$ cat src/rtl/riscv_v_pkg.sv
`default_nettype none
// ============================================================================
//  Package     : riscv_v_pkg
//  Description : Shared vector-unit sizing constants.
//  Revision    : 1.0 - initial release
// ============================================================================
package riscv_v_pkg;

  // Vector register length in bits.
  localparam int VLEN = 128;

endpackage
`default_nettype wire

$ cat src/rtl/vector_fp_writeback_queue.sv
`default_nettype none
// ============================================================================
//  Module      : vector_fp_writeback_queue
//  Description : In-order result FIFO between the vector FP add pipeline and
//                the VRF write port. Results are captured with their vreg
//                index and byte enables, then drained with a valid/ready
//                handshake. Write-port stalls are absorbed here so the
//                fixed-latency add pipeline never sees back-pressure. A result
//                offered while the queue is full is dropped and flagged on the
//                sticky drop_error output.
//  Options     : VWB_PENDING_MAP_EN - adds the vreg_pending output, a
//                per-vreg "write still queued" map for RAW hazard checks.
//  Revision    : 1.0 - initial release
// ============================================================================
module vector_fp_writeback_queue
  import riscv_v_pkg::*;
#(
  parameter int DEPTH      = 4,
  parameter int ADDR_WIDTH = 5
) (
  input  logic                         clock,
  input  logic                         reset_n,
  input  logic                         result_valid,
  output logic                         result_ready,
  input  logic [VLEN-1:0]              vd,
  input  logic [ADDR_WIDTH-1:0]        vd_addr,
  input  logic [VLEN/8-1:0]            vd_be,
  output logic                         wb_valid,
  input  logic                         wb_ready,
  output logic [VLEN-1:0]              wb_data,
  output logic [ADDR_WIDTH-1:0]        wb_addr,
  output logic [VLEN/8-1:0]            wb_be,
  output logic [$clog2(DEPTH+1)-1:0]   count,
  output logic                         drop_error
`ifdef VWB_PENDING_MAP_EN
  ,
  output logic [2**ADDR_WIDTH-1:0]     vreg_pending
`endif
);

  localparam int BE_W  = VLEN / 8;
  localparam int PTR_W = $clog2(DEPTH);
  localparam int CNT_W = $clog2(DEPTH + 1);

  localparam logic [CNT_W-1:0] FULL_COUNT = CNT_W'(DEPTH);
  localparam logic [PTR_W-1:0] PTR_ONE    = PTR_W'(1);
  localparam logic [CNT_W-1:0] CNT_ONE    = CNT_W'(1);

  // Entry storage.
  logic [VLEN-1:0]       data_mem [DEPTH];
  logic [ADDR_WIDTH-1:0] addr_mem [DEPTH];
  logic [BE_W-1:0]       be_mem   [DEPTH];

  logic [PTR_W-1:0] wr_ptr;
  logic [PTR_W-1:0] rd_ptr;

  logic push;
  logic pop;

  // Ready comes from the registered count alone, so a pop in the same cycle
  // never opens a slot combinationally (no wb_ready -> result_ready path).
  assign result_ready = (count != FULL_COUNT);
  assign wb_valid     = (count != '0);
  assign push         = result_valid && result_ready;
  assign pop          = wb_valid && wb_ready;

  // Head presentation: held steady by storage while stalled, zero when empty.
  assign wb_data = wb_valid ? data_mem[rd_ptr] : '0;
  assign wb_addr = wb_valid ? addr_mem[rd_ptr] : '0;
  assign wb_be   = wb_valid ? be_mem[rd_ptr]   : '0;

  // Pointers, occupancy and the sticky overflow flag.
  always_ff @(posedge clock or negedge reset_n) begin
    if (!reset_n) begin
      wr_ptr     <= '0;
      rd_ptr     <= '0;
      count      <= '0;
      drop_error <= 1'b0;
    end else begin
      if (push) begin
        wr_ptr <= wr_ptr + PTR_ONE;
      end
      if (pop) begin
        rd_ptr <= rd_ptr + PTR_ONE;
      end
      case ({push, pop})
        2'b10:   count <= count + CNT_ONE;
        2'b01:   count <= count - CNT_ONE;
        default: count <= count;
      endcase
      if (result_valid && !result_ready) begin
        drop_error <= 1'b1;
      end
    end
  end

  // Tail write on push; reset wipes every entry so no stale data survives.
  always_ff @(posedge clock or negedge reset_n) begin
    if (!reset_n) begin
      for (int i = 0; i < DEPTH; i++) begin
        data_mem[i] <= '0;
        addr_mem[i] <= '0;
        be_mem[i]   <= '0;
      end
    end else if (push) begin
      data_mem[wr_ptr] <= vd;
      addr_mem[wr_ptr] <= vd_addr;
      be_mem[wr_ptr]   <= vd_be;
    end
  end

`ifdef VWB_PENDING_MAP_EN
  // An entry is live when its distance from the head is below the count.
  logic [DEPTH-1:0] entry_live;

  for (genvar g = 0; g < DEPTH; g++) begin : g_entry_live
    assign entry_live[g] = (CNT_W'(PTR_W'(g) - rd_ptr) < count);
  end

  // OR of one-hot destination indices over all live entries.
  always_comb begin
    vreg_pending = '0;
    for (int i = 0; i < DEPTH; i++) begin
      if (entry_live[i]) begin
        vreg_pending[addr_mem[i]] = 1'b1;
      end
    end
  end
`endif

endmodule
`default_nettype wire
$ cat config.mk
export PLATFORM = sky130hd
export DESIGN_NAME = vector_fp_writeback_queue
export DESIGN_NICKNAME = d
export VERILOG_FILES = /design/src/rtl/riscv_v_pkg.sv /design/src/rtl/vector_fp_writeback_queue.sv
export SDC_FILE = /design/constraint.sdc
export NUM_CORES = 1
export LEC_CHECK = 0
export ABC_AREA = 1
export CELL_PAD_IN_SITES_DETAIL_PLACEMENT = 0
export CELL_PAD_IN_SITES_GLOBAL_PLACEMENT = 1
export CORE_ASPECT_RATIO = 0.8
export CORE_MARGIN = 4
export CORE_UTILIZATION = 42
export CTS_CLUSTER_DIAMETER = 30
export DETAILED_ROUTE_END_ITERATION = 6
export GPL_ROUTABILITY_DRIVEN = 0
export HOLD_SLACK_MARGIN = 0.12
export PLACE_DENSITY = 0.82
export SLEW_MARGIN = 40
export SYNTH_ARGS = -nofsm -noshare
export SYNTH_HDL_FRONTEND = slang
export SYNTH_SLANG_ARGS = --single-unit
$ cat constraint.sdc
create_clock -name clock -period 2.75 [get_ports clock]
set_input_delay 0.6875 -clock clock [delete_from_list [all_inputs] [get_ports clock]]
set_output_delay 0.6875 -clock clock [all_outputs]
set_load 0.05 [all_outputs]
* After elaboration in Yosys (flattened, before gate mapping) *
Index checks and enable logic that the tools add are counted.

storage, ports and cells
  register bits after elaboration = 604
  word-level logic and storage cells = 57

cells by class
  magnitude comparators = 3
  multiplexer cells = 22
  bitwise operators = 2
  $add $sub $neg = 4
  reductions and logical operators = 7
  equal/unequal tests = 3

operators by type and width
  kind                                                                          count
  512-bit bitwise mux                                                           1
  128-bit two-way mux                                                           4
  128-bit binary-select mux with 2-bit select                                   1
  128-bit demux with 2-bit select                                               1
  64-bit bitwise mux                                                            1
  16-bit two-way mux                                                            4
  16-bit binary-select mux with 2-bit select                                    1
  16-bit demux with 2-bit select                                                1
  20-bit bitwise mux                                                            1
  5-bit two-way mux                                                             4
  5-bit binary-select mux with 2-bit select                                     1
  5-bit demux with 2-bit select                                                 1
  3-bit greater-or-equal comparator, second input constant                      2
  2-bit NOT with 3-bit output                                                   2
  3-bit case mux with 2 select lines                                            1
  2-bit by 1-bit adder with 2-bit output, second input constant                 2
  1-bit logical AND                                                             4
  3-bit by 1-bit adder with 3-bit output, second input constant                 1
  3-bit by 1-bit less-than comparator with 1-bit output, second input constant  1
  3-bit inequality test, second input constant                                  1
  3-bit nonzero test                                                            1
  3-bit by 1-bit subtractor with 3-bit output, second input constant            1
  2-bit by 1-bit equality test with 1-bit output, second input constant         1
  2-bit equality test, second input constant                                    1
  other kinds (2)                                                               2

* Logic depth before layout (Yosys ltp) *
  depth in word-level cells = 6
  gate-level depth with buffers = 13
  mapped depth without buffers = 12

* Worst setup path after synthesis *
OpenSTA, ideal clock, no wires.

  kind = flip-flop to output port
  from = register count[0]
  to = output port wb_addr[1]
  stages on the path, launching flop included = 7
  arrival time = 2.553 ns
  slack = -0.491 ns
  path through = dfrtp_1 -> inv_1 -> nand3_1 -> inv_2 -> buf_2 -> buf_2 -> a21oi_1

on the way
  cells in the longest elaborated chain, start to end = 2

ends and longest elaborated chain
  what                    RTL line                         text
  from (decl)             vector_fp_writeback_queue.sv:33  output logic [$clog2(DEPTH+1)-1:0] count,
  from (signal assigned)  vector_fp_writeback_queue.sv:87  2'b10: count <= count + CNT_ONE;
  from (signal assigned)  vector_fp_writeback_queue.sv:88  2'b01: count <= count - CNT_ONE;
  from (signal assigned)  vector_fp_writeback_queue.sv:89  default: count <= count;
  3-bit nonzero test      vector_fp_writeback_queue.sv:63  assign wb_valid = (count != '0);
  named net wb_valid      vector_fp_writeback_queue.sv:28  output logic wb_valid,
  5-bit two-way mux       vector_fp_writeback_queue.sv:69  assign wb_addr = wb_valid ? addr_mem[rd_ptr] : '0;
  to (decl)               vector_fp_writeback_queue.sv:31  output logic [ADDR_WIDTH-1:0] wb_addr,

The timed path passes the listed nets, and every way through them passes these cells.

* Worst setup path after layout *
  from = register rd_ptr[0]
  to = output port wb_data[30]

on the way
  cells in the longest elaborated chain, start to end = 5

ends and longest elaborated chain
  what                                                    RTL line                         text
  from (decl)                                             vector_fp_writeback_queue.sv:55  logic [PTR_W-1:0] rd_ptr;
  from (signal assigned)                                  vector_fp_writeback_queue.sv:84  rd_ptr <= rd_ptr + PTR_ONE;
  2-bit NOT with 3-bit output (not written as such)       vector_fp_writeback_queue.sv:68  assign wb_data = wb_valid ? data_mem[rd_ptr] : '0;
  128-bit binary-select mux with 2-bit select             vector_fp_writeback_queue.sv:68
  128-bit two-way mux (not written as such) (2 in a row)  vector_fp_writeback_queue.sv:68
  128-bit two-way mux                                     vector_fp_writeback_queue.sv:68
  to (decl)                                               vector_fp_writeback_queue.sv:30  output logic [VLEN-1:0] wb_data,

Every way passes these cells. The select of a mux whose other input is x is not followed.

==> metrics.log <==
INFO  metric vdd_drop_max = around 0.0017 V
INFO  metric detail_route.vias_per_cell = ~5.4
INFO  metric detailedRoute.firstPassIterationCount = 6
INFO  metric final-instance-count-excl-fill = approximately 6000
INFO  metric post-synth-top-area-cell = sky130_fd_sc_hd__dfrtp_1
INFO  metric min-delay-path-class = primary input to flop
INFO  metric ant_nets = 0
INFO  metric setup_viol = roughly 150
INFO  metric finalWirelength = 116800 µm
INFO  metric detail_route.wl_per_cell = roughly 20 µm
INFO  metric numPlacedInstances = approximately 5500
INFO  metric syn-mean-instance-area = 7.212 µm²
INFO  metric violations_in_the_final_reports = setup timing
INFO  metric worst_case_hold_path_end_point = drop_error$_DFFE_PN0P_
INFO  metric slew_of_the_pin_with_the_lowest_slew_margin = just under 0.9 ns
INFO  metric cp_slowest_cell = sky130_fd_sc_hd__dfrtp_4
INFO  metric worstPathBufferInverterCount = 5
INFO  metric worst_setup_path_end_kind = primary output
INFO  metric clkSinkCount = slightly above 600
INFO  metric hpwlAfterDp = 56470 µm
INFO  metric port_buffers = around 310
INFO  metric fp.dieW = about 320 µm
INFO  metric die_h = about 260 µm
INFO  metric largest_net_degree_at_the_start_of_global_routing = between 150 and 200
INFO  metric synth_seq_cells = ~600
INFO  metric finalCritPeriodShare = 1.082
INFO  metric criticalPathCategory = flop to primary output
INFO  metric synthesized_cell_area = around 0.032 mm²
INFO  metric cts_tree = done
INFO  metric route.vias.total = ~31000
INFO  metric yosysTopAreaCellShare = 0.4698
INFO  metric grt.total_usage = 0.2765
INFO  metric reg_to_reg_slack_setup = 0.61 ns
INFO  metric maxSlewHeadroom = 0.4187
INFO  metric ff2ff_path_depth = 7
INFO  metric finalInstanceArea = roughly 0.046 mm²
INFO  metric synthTopCellsByArea = sky130_fd_sc_hd__dfrtp_1, sky130_fd_sc_hd__nand2_1, sky130_fd_sc_hd__nand4_1, sky130_fd_sc_hd__inv_1, sky130_fd_sc_hd__nand3_1
INFO  metric worst-endpoint-required = a little over 2 ns
INFO  metric synthesis.nets = 4620
INFO  metric die-area = between 0.08 and 0.09 mm²
INFO  metric dr_drc_count = 0
INFO  metric layout_min_cycle_time = approximately 3.0 ns
INFO  metric antenna_found_initial = 10
INFO  metric rsz0062_at_grt = true
INFO  metric number_of_pins_exceeding_their_max_slew_limit_in_the_final_report = 0
INFO  metric cts_made_buffers = 140
INFO  metric clkSlewWorstSetupHoldPaths = 0.05 ns
INFO  metric clock_tree.buffer_depth = 3
INFO  metric skew = about 0.023 ns
INFO  metric max_freq = approximately 340 MHz
INFO  metric clk-insertion-delay-late = 0.72 ns
INFO  metric grt_residual_overflow = 0
INFO  metric routed.top_layer = met5
INFO  metric htreeDepth = 4
INFO  metric timing.final.ws_setup = -0.2252 ns
INFO  metric fin_total_pwr = 76.67 mW
INFO  metric grt_first_pass_wirelength = about 180000 µm
INFO  metric met2_wirelength = ~55000 µm
INFO  metric crit_path_max_fanout = 16
INFO  metric timing.rr.end = data_mem[508]$_DFFE_PN0P_
INFO  metric drt-met1-wl = ~50000 µm
INFO  metric first_global_vias = 30250
INFO  metric synthesis.instances = ~4500
INFO  metric r2r-start = count[1]$_DFFE_PN0P_
INFO  metric number_of_drc_markers_after_the_initial_detailed_route_iteration = between 2000 and 3000
INFO  metric cp_top_family = buffers and inverters
INFO  metric ys_types = 20
INFO  metric met3RoutedLength = 8402 µm
INFO  metric static-leakage-power = between 20 and 25 nW
INFO  metric hp-start = result_valid
INFO  metric setup_tns = -21.13 ns
INFO  metric core_region_area = roughly 0.076 mm²
INFO  metric outcome = complete, but fails checks
INFO  metric hold_violations = 0
INFO  metric power_per_cell_area = ~1700 mW/mm²
INFO  metric initial_utilization = 0.4252
INFO  metric crit_arrival = 2.29 ns
INFO  metric cp_cell_sequence = buf_12 > inv_12 > buf_16 > nand2_1 > nand3_2 > a21oi_2 > buf_4 > buf_12
INFO  metric final_layout_size_suffix_gt1_frac = 0.1795
INFO  metric max_stage_delay = roughly 0.52 ns
INFO  metric whs_path_depth = 3
INFO  metric synthesis.yosys.warnings = 0
INFO  metric ioPinCount = between 300 and 400
INFO  metric crit_top_cell = sky130_fd_sc_hd__buf_12
INFO  metric flow.area_growth_from_synthesis = 42.04%
INFO  metric rows = 90
INFO  metric cts-root-buf = sky130_fd_sc_hd__clkbuf_16
INFO  metric drv.max_cap_violation_count = 0
INFO  metric setup.worst_path.start_class = flop
INFO  metric layout.nets = about 4900
INFO  metric ys_seq_area_frac = 0.4698
INFO  metric place_area = ~0.038 mm²
-- worst max-delay path by stage --
stage / start / endpoint / slack, ns / cells after the start
detailed placement: wb_ready / count[2]$_DFFE_PN0P_ / 0.28 / 10
CTS: rd_ptr[0]$_DFFE_PN0P_ / wb_data[78] / -0.29 / 7
global placement: wb_ready / count[2]$_DFFE_PN0P_ / 0.25 / 10
floorplan: count[0]$_DFFE_PN0P_ / wb_data[100] / -0.25 / 6
finish: rd_ptr[0]$_DFFE_PN0P_ / wb_data[30] / -0.23 / 8
global route: rd_ptr[0]$_DFFE_PN0P_ / wb_data[15] / -0.29 / 7
-- state kept, by name, indices dropped and copies added (netlist names) --
register,flops
data_mem,512
be_mem,64
addr_mem,20
count,3
rd_ptr,2
wr_ptr,2
drop_error,1
-- cell usage after synthesis, drive strengths merged --
cell type	instances
inv	608
buf	242
a21oi	149
ha	5
dfrtp	604
o21ai	2
clkinv	1
nand3	308
clkbuf	139
o21bai	1
nand2	1802
nand4	597
xnor2	2
fa	1
-- metrics by stage --
step | hold WS (ns) | utilization | setup WS, ns
2_1_floorplan | 0.3919 | - | -0.2506
3_5_place_dp | 0.4579 | 0.4986 | 0.2776
3_3_place_gp | 0.4527 | 0.4978 | 0.2549
6_report | 0.3284 | 0.6039 | -0.2252
5_1_grt | 0.3370 | 0.6039 | -0.2933
4_1_cts | 0.2979 | 0.5877 | -0.2938
-- per-layer routing --
| layer | vias to the layer above | GRT usage |
|---|---|---|
| met1 | 15230 | 0.3780 |
| met3 | 171 | 0.05558 |
| met4 | 6 | 0.09854 |
| met5 | - | 0 |
| met2 | 1101 | 0.4387 |
| li1 | 14820 | - |
-- layout by cell type, fill, tap and decap left out, types with 2 or more instances in the layout --
master                               n
sky130_fd_sc_hd__nand2_1          1775
sky130_fd_sc_hd__inv_1             603
sky130_fd_sc_hd__dfrtp_1           601
sky130_fd_sc_hd__nand4_1           597
sky130_fd_sc_hd__nand3_1           197
sky130_fd_sc_hd__buf_12            177
sky130_fd_sc_hd__clkbuf_16         152
sky130_fd_sc_hd__clkdlybuf4s50_1   152
sky130_fd_sc_hd__nand3_2           101
sky130_fd_sc_hd__a21oi_2            89
sky130_fd_sc_hd__buf_4              57
sky130_fd_sc_hd__a21oi_4            56
sky130_fd_sc_hd__buf_6              38
sky130_fd_sc_hd__buf_16             34
sky130_fd_sc_hd__clkbuf_8           26
sky130_fd_sc_hd__nand2_2            25
sky130_fd_sc_hd__clkinv_2           21
sky130_fd_sc_hd__bufinv_16          20
sky130_fd_sc_hd__clkbuf_1           18
sky130_fd_sc_hd__nand3_4            10
sky130_fd_sc_hd__clkinv_4            9
sky130_fd_sc_hd__clkinvlp_4          8
sky130_fd_sc_hd__diode_2             7
sky130_fd_sc_hd__inv_6               7
sky130_fd_sc_hd__buf_8               7
sky130_fd_sc_hd__inv_16              5
sky130_fd_sc_hd__clkinv_8            4
sky130_fd_sc_hd__a21oi_1             4
sky130_fd_sc_hd__ha_4                4
sky130_fd_sc_hd__inv_2               3
sky130_fd_sc_hd__inv_8               3
sky130_fd_sc_hd__nand2_4             2
sky130_fd_sc_hd__o21ai_0             2
sky130_fd_sc_hd__xnor2_1             2
sky130_fd_sc_hd__dfrtp_4             2
-- kinds of logic (layout without fill, tap and decap cells) --
| kind of cell | Yosys count | in the layout | share of synthesized area |
|---|---|---|---|
| and+or+nand+nor | 2707 | 2707 | 0.3756 |
| other | 0 | 7 | 0 |
| buffers and inverters | 990 | 1349 | 0.1278 |
| AOI/OAI and AO/OA | 152 | 152 | 0.02372 |
| xor gates and xnor gates | 2 | 2 | 0.0005445 |
| DFF | 604 | 604 | 0.4698 |
| adders and majority gates | 6 | 6 | 0.002567 |
-- worst reg2reg max path, delay by kind of cell (launching register included) --
family	cells	cell delay, ns
buffers and inverters	4	1.36
and+or+nand+nor	3	0.36
DFF	1	0.39
-- layout make-up --
| cell class | count | area [µm²] |
|---|---|---|
| fillers | 6666 | 29970 |
| flip-flops and latches | 604 | 15120 |
| multi-input cells | 2867 | 14630 |
| repair buffers | 475 | 7204 |
| clock buffers | 188 | 4029 |
| inverters | 609 | 2341 |
| well taps | 1012 | 1266 |
| clock inverters | 71 | 1026 |
| repair inverters | 6 | 65.06 |
| diodes | 7 | 17.52 |
-- power by group --
part	internal (mW)	switching (mW)	total [mW]
registers	13.0	2.12	15.1
logic	17.0	26.9	43.9
clock network	12.2	5.50	17.7
-- what timing repair did --
action / CTS / global route
endpoints found under the setup margin: 150 / 150
buffers inserted: 22 / 6
resized for setup: 204 / 192
endpoints found under the hold margin: 43 / 0
pin swaps: 24 / 65
hold buffers: 1 / 0
gates cloned: 25 / 11
(Power assumes the default switching activity.)
